### config.mk
export PLATFORM = sky130hd
export DESIGN_NAME = reg_wb_sched
export DESIGN_NICKNAME = d
export VERILOG_FILES = /design/src/rtl/reg_wb_sched.sv
export SDC_FILE = /design/constraint.sdc
export NUM_CORES = 1
export LEC_CHECK = 0
export ABC_AREA = 1
export BUFFER_PORTS_ARGS = -buffer_cell sky130_fd_sc_hd__buf_2
export CAP_MARGIN = 20
export CORE_UTILIZATION = 54
export CTS_BUF_LIST = sky130_fd_sc_hd__clkbuf_4 sky130_fd_sc_hd__clkbuf_8
export CTS_CLUSTER_SIZE = 24
export DETAILED_ROUTE_END_ITERATION = 16
export PLACE_DENSITY_LB_ADDON = 0.2
export RECOVER_POWER = 25
export SETUP_SLACK_MARGIN = 0.05
export SLEW_MARGIN = 20
export SYNTH_ARGS = -nofsm -noshare
export SYNTH_HDL_FRONTEND = slang
export SYNTH_SLANG_ARGS = --single-unit
### constraint.sdc
create_clock -name clk -period 3.6 [get_ports clk]
set_input_delay 0.18 -clock clk [delete_from_list [all_inputs] [get_ports clk]]
set_output_delay 0.18 -clock clk [all_outputs]
set_load 0.02 [all_outputs]
### src/rtl/reg_wb_sched.sv
// Register writeback scheduler: busy scoreboard for issue hazards plus a
// two-requester writeback arbiter feeding the single register-file write port.
// Optional build macro REG_WB_FWD_EN adds write-port forwarding flags.
module reg_wb_sched (
    input  logic        clk,
    input  logic        rst_n,
    input  logic        iss_valid_i,
    input  logic [4:0]  iss_rd_i,
    input  logic [4:0]  iss_rs1_i,
    input  logic [4:0]  iss_rs2_i,
    output logic        iss_stall_o,
    input  logic        wb0_valid_i,
    input  logic [4:0]  wb0_addr_i,
    input  logic [31:0] wb0_data_i,
    output logic        wb0_ready_o,
    input  logic        wb1_valid_i,
    input  logic [4:0]  wb1_addr_i,
    input  logic [31:0] wb1_data_i,
    output logic        wb1_ready_o,
    output logic        rf_write_en_o,
    output logic [4:0]  rf_write_addr_o,
    output logic [31:0] rf_write_data_o,
    output logic        wb_err_o
`ifdef REG_WB_FWD_EN
    ,
    output logic        fwd_rs1_o,
    output logic        fwd_rs2_o
`endif
);

    // Handshake: a requester holds valid/addr/data stable until it sees ready
    // high in the same cycle; that cycle is the grant and the transfer.
    typedef enum logic {
        PRIO_WB0 = 1'b0,
        PRIO_WB1 = 1'b1
    } prio_e;

    prio_e        prio_q;
    prio_e        prio_d;
    logic [31:1]  busy;
    logic [31:1]  busy_d;
    logic [31:0]  busy_vec;

    logic         rs1_block;
    logic         rs2_block;
    logic         rd_block;
    logic         issue_set;

    logic         grant0;
    logic         grant1;
    logic         grant_any;
    logic [4:0]   grant_addr;
    logic [31:0]  grant_data;
    logic         err_set;

    // x0 reads as never busy through the constant low bit.
    assign busy_vec = {busy, 1'b0};

    always_comb begin
        rs1_block = busy_vec[iss_rs1_i];
        rs2_block = busy_vec[iss_rs2_i];
        rd_block  = busy_vec[iss_rd_i];
`ifdef REG_WB_FWD_EN
        fwd_rs1_o = rf_write_en_o && (rf_write_addr_o == iss_rs1_i) && (iss_rs1_i != 5'd0);
        fwd_rs2_o = rf_write_en_o && (rf_write_addr_o == iss_rs2_i) && (iss_rs2_i != 5'd0);
        // A source being committed this cycle is picked up from the write port.
        if (fwd_rs1_o) rs1_block = 1'b0;
        if (fwd_rs2_o) rs2_block = 1'b0;
`endif
        iss_stall_o = rst_n && iss_valid_i && (rs1_block || rs2_block || rd_block);
        issue_set   = iss_valid_i && !iss_stall_o && (iss_rd_i != 5'd0);
    end

    always_comb begin
        grant0     = rst_n && wb0_valid_i && (!wb1_valid_i || (prio_q == PRIO_WB0));
        grant1     = rst_n && wb1_valid_i && (!wb0_valid_i || (prio_q == PRIO_WB1));
        grant_any  = grant0 || grant1;
        grant_addr = grant1 ? wb1_addr_i : wb0_addr_i;
        grant_data = grant1 ? wb1_data_i : wb0_data_i;
        err_set    = grant_any && (grant_addr != 5'd0) && !busy_vec[grant_addr];
        prio_d     = prio_q;
        if (grant0) begin
            prio_d = PRIO_WB1;
        end else if (grant1) begin
            prio_d = PRIO_WB0;
        end
    end

    assign wb0_ready_o = grant0;
    assign wb1_ready_o = grant1;

    // Clear happens on the commit edge; set and clear never hit the same
    // register because issue stalls on a busy rd.
    always_comb begin
        busy_d = busy;
        for (int i = 1; i < 32; i++) begin
            if (rf_write_en_o && (rf_write_addr_o == 5'(i))) busy_d[i] = 1'b0;
            if (issue_set && (iss_rd_i == 5'(i)))            busy_d[i] = 1'b1;
        end
    end

    always_ff @(posedge clk or negedge rst_n) begin
        if (!rst_n) begin
            busy            <= '0;
            prio_q          <= PRIO_WB0;
            rf_write_en_o   <= 1'b0;
            rf_write_addr_o <= 5'd0;
            rf_write_data_o <= 32'd0;
            wb_err_o        <= 1'b0;
        end else begin
            busy          <= busy_d;
            prio_q        <= prio_d;
            rf_write_en_o <= grant_any && (grant_addr != 5'd0);
            if (grant_any) begin
                rf_write_addr_o <= grant_addr;
                rf_write_data_o <= grant_data;
            end
            wb_err_o <= wb_err_o || err_set;
        end
    end

endmodule

==> results of run 1 <==
-- metal layers --
layer  track usage, %  wire, um
met1             47.0      6760
met2             57.6      7970
met4             16.0       578
met3             5.11      1290
met5                0         0
-- logic make-up (layout without fill, tap and decap cells) --
kind of cell,Yosys count,in the layout,synth area share [%]
AO/OA/AOI/OAI,91,91,10.7
AND/OR/NAND/NOR,482,482,43.0
flip-flops,71,71,36.1
buffers and inverters,113,228,10.3
-- cell usage after synthesis --
cell type / number / area, um2
nand3b_1: 1 / 7.51
nand3_2: 18 / 180
buf_2: 9 / 45.0
or2_2: 2 / 12.5
o21ai_0: 40 / 200
o21ai_1: 5 / 25.0
dfrtp_1: 71 / 1780
clkbuf_2: 1 / 5.00
buf_1: 1 / 3.75
o22ai_1: 32 / 200
o21ai_4: 1 / 16.3
nand2_1: 250 / 938
clkinv_1: 1 / 3.75
clkbuf_1: 17 / 63.8
inv_1: 68 / 255
inv_4: 2 / 12.5
a21oi_1: 6 / 30.0
buf_6: 7 / 78.8
nand3_1: 83 / 415
buf_4: 3 / 22.5
nand2_2: 5 / 31.3
nand2_4: 1 / 11.3
o211ai_1: 6 / 45.0
nor2_1: 75 / 282
nor2_2: 3 / 18.8
inv_2: 4 / 15.0
nor3_1: 44 / 220
a41oi_1: 1 / 8.76
-- critical path: cells and delay by family --
| family | cells | cell delay, ns |
|---|---|---|
| buffers and inverters | 5 | 1.98 |
| and+or+nand+nor | 2 | 0.39 |
-- per-stage QoR --
stage	cell area, um2	cells
after floorplan	4920	757
after global placement	5530	964
after detailed placement	5530	964
after CTS	5760	980
after global routing	5750	980
final	5750	980
-- worst paths after layout --
check / slack, ns / endpoint
min in group asynchronous: 0.61 / rf_write_data_o[1]$_DFFE_PN0P_
hold reg to reg: 0.46 / wb_err_o$_DFF_PN0_
setup / recovery: 0.81 / iss_stall_o
max in group asynchronous: 1.94 / rf_write_addr_o[4]$_DFFE_PN0P_
setup reg to reg: 1.04 / rf_write_data_o[8]$_DFFE_PN0P_
hold / removal: 0.06 / rf_write_data_o[18]$_DFFE_PN0P_
-- state kept, by name, indices dropped and copies added, names as in the netlist --
name and cells:
rf_write_addr_o 5, prio_q 1, busy 31, wb_err_o 1
rf_write_data_o 32, rf_write_en_o 1
-- power by group through the flow --
stage	registers, mW	logic, mW	clock network [mW]
5_1_grt	1.33	1.42	0.769
3_5_place_dp	1.31	1.25	0
6_report	1.31	1.27	0.729
3_3_place_gp	1.31	1.22	0
4_1_cts	1.30	1.25	0.730
2_1_floorplan	1.29	0.756	0
-- layout make-up --
| type | instances | area [um2] |
|---|---|---|
| Fill cell | 851 | 3010 |
| Multi-Input combinational cell | 573 | 2640 |
| Sequential cell | 71 | 1780 |
| Timing Repair Buffer | 137 | 687 |
| Inverter | 75 | 287 |
| Tap cell | 108 | 135 |
| Clock buffer | 10 | 131 |
| Clock inverter | 6 | 93.8 |
==> results.cfg, run 1 <==
[floorplanning]
die_height_um = 97.5
die_area_um2 = 9510
start_util_pct = 56.2
core_area_um2 = 8760
io_pins = 136
die_w_um = 97.5
rows = 34

[sta]
finalSetupViolations = 0
relSlewSlack_pct = -19.3
fmax_mhz = 359
min_period_ns = 2.79
finalMaxSlewViolations = 73
timing.hold.ws_ns = 0.0609
post-route-period-util_pct = 77.4
setup_tns_ns = 0
skew_ns = 0.0120
worst_slack_ns = 0.812
tightest_slew_ns = 1.79
hold_viol = 0
rsz0062_at_grt = no

[routing]
num_vias = 5651
wl_per_cell_um = 16.9
drtIter0Drc = 490
wl_um = 16600
first_pass_iters = 5
drc = 0
via_per_inst = 5.77
postRouteAntennaNets = 0

[clock_network]
clkTransAtPathRegs_ns = 0.08
cts_tree = done
clock_path_buffers = 2
htreeDepth = 3
cts_root_buffer = clkbuf_8
postCtsHoldBufs = 0
post_cts_resized = 0
numCtsBuffers = 9
clock_latency_ns = 0.35
cts_num_sinks = 71
post_cts_buffers = 0

[placed_design]
dp_hpwl_um = 12100
io_buffers = 135
gp_congestion = 0.998
dp_slack_ns = 1.09

[cells_and_area]
drive_above_1_share_pct = 21.7
synthToLayoutAreaGrowth_pct = 16.8
layout_common_cells = 250 x nand2_1, 134 x buf_2, 83 x nand3_1, 75 x nor2_1, 71 x dfrtp_1
fin_nets = 961
final_common_cell = nand2_1
final_core_util_pct = 65.6
num_antenna_cells = 0

[power]
switchingPower_mw = 1.47
pwr-share-comb_pct = 38.4
p_sw_share_pct = 44.5
power_density_nw_per_um2 = 576
p_leak_nw = 2.92
p_total_mw = 3.31
pwr-share-clk_pct = 22.0
seqPwrFrac_pct = 39.6
power.internal_mw = 1.84
ir_worst_vdd_mv = 0.472

[worst_setup_path]
cpPeakStageDelay_ns = 1.35
worstPathCellList = clkbuf_1 -> clkbuf_2 -> nand2_1 -> inv_1 -> nand2_4 -> inv_1 -> buf_2
reg2reg_from = prio_q$_DFFE_PN0P_
cp-start-kind = input port
critPathLaunch = rst_n
cp_max_fo = 72
cpMostUsedCell = inv_1
critPathKind = input port to output port
worst_r2r_path_depth = 8
critical_path_required_ns = 3.42
endpoint_kind = output port
crit_arrival_ns = 2.61
cp_slowest_cell = clkbuf_2

[outcome]
status = finished, violations left
failed_checks = capacitance limit, slew limit

[yosys]
synth_nets = 851
avgSynthCellArea_um2 = 6.51
yosysWarnings = 0
syn-instance-count = 757
ys_ff_latch = 71
netlist_area_um2 = 4920
yosysUniqueCellTypes = 28
seq_area_frac_synth_pct = 36.1

[run]
drv_cap = 1

[min_path]
hold_depth = 3
hold_class = input port to register
hold_start = wb0_data_i[18]

[global_routing]
grt_max_degree = 73
overflow = 0
grt_usage_pct = 35.5
grt_antenna_before_repair = 0
grt_pass1_wl_um = 26700
grt_pass1_vias = 5385
Power figures use the tool's default switching activity.
==> run 2: changes to the inputs <==
--- a/config.mk
+++ b/config.mk
@@ -8,7 +8,7 @@
 export ABC_AREA = 1
 export BUFFER_PORTS_ARGS = -buffer_cell sky130_fd_sc_hd__buf_2
 export CAP_MARGIN = 20
-export CORE_UTILIZATION = 54
+export CORE_UTILIZATION = 49
 export CTS_BUF_LIST = sky130_fd_sc_hd__clkbuf_4 sky130_fd_sc_hd__clkbuf_8
 export CTS_CLUSTER_SIZE = 24
 export DETAILED_ROUTE_END_ITERATION = 16
==> constraint.sdc (replaced) <==
create_clock -name clk -period 2.31 [get_ports clk]
set_input_delay 0.1155 -clock clk [delete_from_list [all_inputs] [get_ports clk]]
set_output_delay 0.1155 -clock clk [all_outputs]
set_load 0.02 [all_outputs]
==> results.cfg, run 2 (synthesis results as in run 1) <==
[sta]
fmax_mhz = 458
tightest_slew_ns = 1.03
setup_tns_ns = 0
relSlewSlack_pct = 31.0
finalSetupViolations = 0
rsz0062_at_grt = yes
finalMaxSlewViolations = 0
hold_viol = 0
post-route-period-util_pct = 94.6
skew_ns = 0.0131
timing.hold.ws_ns = 0.0111
min_period_ns = 2.18

[cells_and_area]
num_antenna_cells = 0
layout_common_cells = 248 x nand2_1, 122 x buf_2, 83 x nand3_1, 75 x nor2_1, 71 x dfrtp_1
final_common_cell = nand2_1
top_register = rf_write_data_o
drive_above_1_share_pct = 21.3
largestRegisters = rf_write_data_o: 32 flops, busy: 31 flops, rf_write_addr_o: 5 flops
final_core_util_pct = 62.1
synthToLayoutAreaGrowth_pct = 23.3
largest_register_ff_count = 32
stdcell_area_um2 = 6070
fin_nets = 991

[floorplanning]
start_util_pct = 50.4
die_height_um = 102
die_area_um2 = 10500
core_area_um2 = 9770
die_w_um = 102
rows = 36
io_pins = 136

[routing]
wl_um = 17200
wl_per_cell_um = 16.7
first_pass_iters = 6
num_vias = 5830
drtIter0Drc = 576
via_per_inst = 5.63
drc = 0
postRouteAntennaNets = 0

[worst_setup_path]
reg2reg_from = prio_q$_DFFE_PN0P_
critical_path_required_ns = 2.19
cp_max_fo = 9
critPathKind = register to output port
critPathLaunch = busy[11]$_DFFE_PN0P_
r2r_slack_ns = 0.22
cp-start-kind = register
setup.worst_path.end = iss_stall_o
crit_arrival_ns = 2.07
worst_r2r_path_depth = 8
endpoint_kind = output port
r2r-end = rf_write_data_o[15]$_DFFE_PN0P_

[placed_design]
io_buffers = 135
dp_hpwl_um = 12500
gp_congestion = 1.03
place_area_um2 = 5600

[clock_network]
htreeDepth = 3
numCtsBuffers = 9
clock_latency_ns = 0.36
clock_path_buffers = 2
clkTransAtPathRegs_ns = 0.07
cts_root_buffer = clkbuf_8
cts_num_sinks = 71
cts_tree = done

[global_routing]
overflow = 0
grt_antenna_before_repair = 0
grt_usage_pct = 33.2
grt_pass1_wl_um = 26300
grt_pass1_vias = 5348
grt_max_degree = 40

[outcome]
status = finished clean

[power]
ir_worst_vdd_mv = 0.455
p_leak_nw = 3.04
power_density_nw_per_um2 = 857

[min_path]
hold_class = input port to register
hold_start = wb0_data_i[0]

[run]
drv_cap = 0
==> run 2: where the power goes <==
group	internal, mW	leakage, nW	total [mW]	switching [mW]
clock	0.683	0.117	1.17	0.484
sequential	1.61	0.768	2.05	0.434
combinational	0.658	2.15	1.99	1.34
total	2.95	3.04	5.21	2.25
==> run 2: how the worst min path moves through the flow <==
stage	end	slack, ns	cells after the start
after global routing	rf_write_data_o[13]$_DFFE_PN0P_	0.001	3
after CTS	rf_write_data_o[29]$_DFFE_PN0P_	0.0004	3
after floorplan	busy[10]$_DFFE_PN0P_	-0.18	0
after global placement	prio_q$_DFFE_PN0P_	0.19	2
final	rf_write_data_o[0]$_DFFE_PN0P_	0.01	3
after detailed placement	prio_q$_DFFE_PN0P_	0.20	2
==> run 2: timing repair <==
item / in CTS / in global routing
cloned: 0 / 1
endpoints found under the hold margin: 49 / 0
resized for setup: 1 / 4
hold buffers: 18 / 0
buffers inserted: 0 / 6
pin swaps: 0 / 1
setup endpoints to repair: 1 / 8
==> run 2: stage by stage <==
step / std cells / setup WS [ns] / power [mW]
2_1_floorplan: 757 / 0.704 / 3.18
6_report: 1035 / 0.125 / 5.21
5_1_grt: 1035 / 0.00189 / 5.52
3_3_place_gp: 994 / 0.194 / 3.92
3_5_place_dp: 994 / 0.203 / 3.95
4_1_cts: 1028 / 0.0511 / 5.15
==> run 2: layout make-up <==
| cell class | instances | area (um2) |
|---|---|---|
| fill | 945 | 3700 |
| multi-input combinational | 574 | 2670 |
| sequential | 71 | 1780 |
| timing repair buffer | 166 | 937 |
| inverter | 75 | 287 |
| tap | 133 | 166 |
| clock buffer | 12 | 159 |
| clock inverter | 4 | 76.3 |
==> run 2: critical path, stage by stage (launching register included) <==
cell and delay [ns]:
dfrtp_1 0.44, inv_1 0.16, nand2_1 0.07, o211ai_1 0.09, nand2_1 0.07, nand2_1 0.06, nand2_1 0.06, nor2_1 0.10
nor2_1 0.08, nor2_2 0.13, nand2_2 0.14, nand2_8 0.14, inv_1 0.04, buf_2 0.15
==> run 2: routing by layer <==
metal,wire length [um],GRT usage (%),vias up
met1,6980,42.9,2709
li1,-,-,2740
met2,8260,54.2,340
met4,528,15.3,0
met5,0,0,-
met3,1470,5.95,41
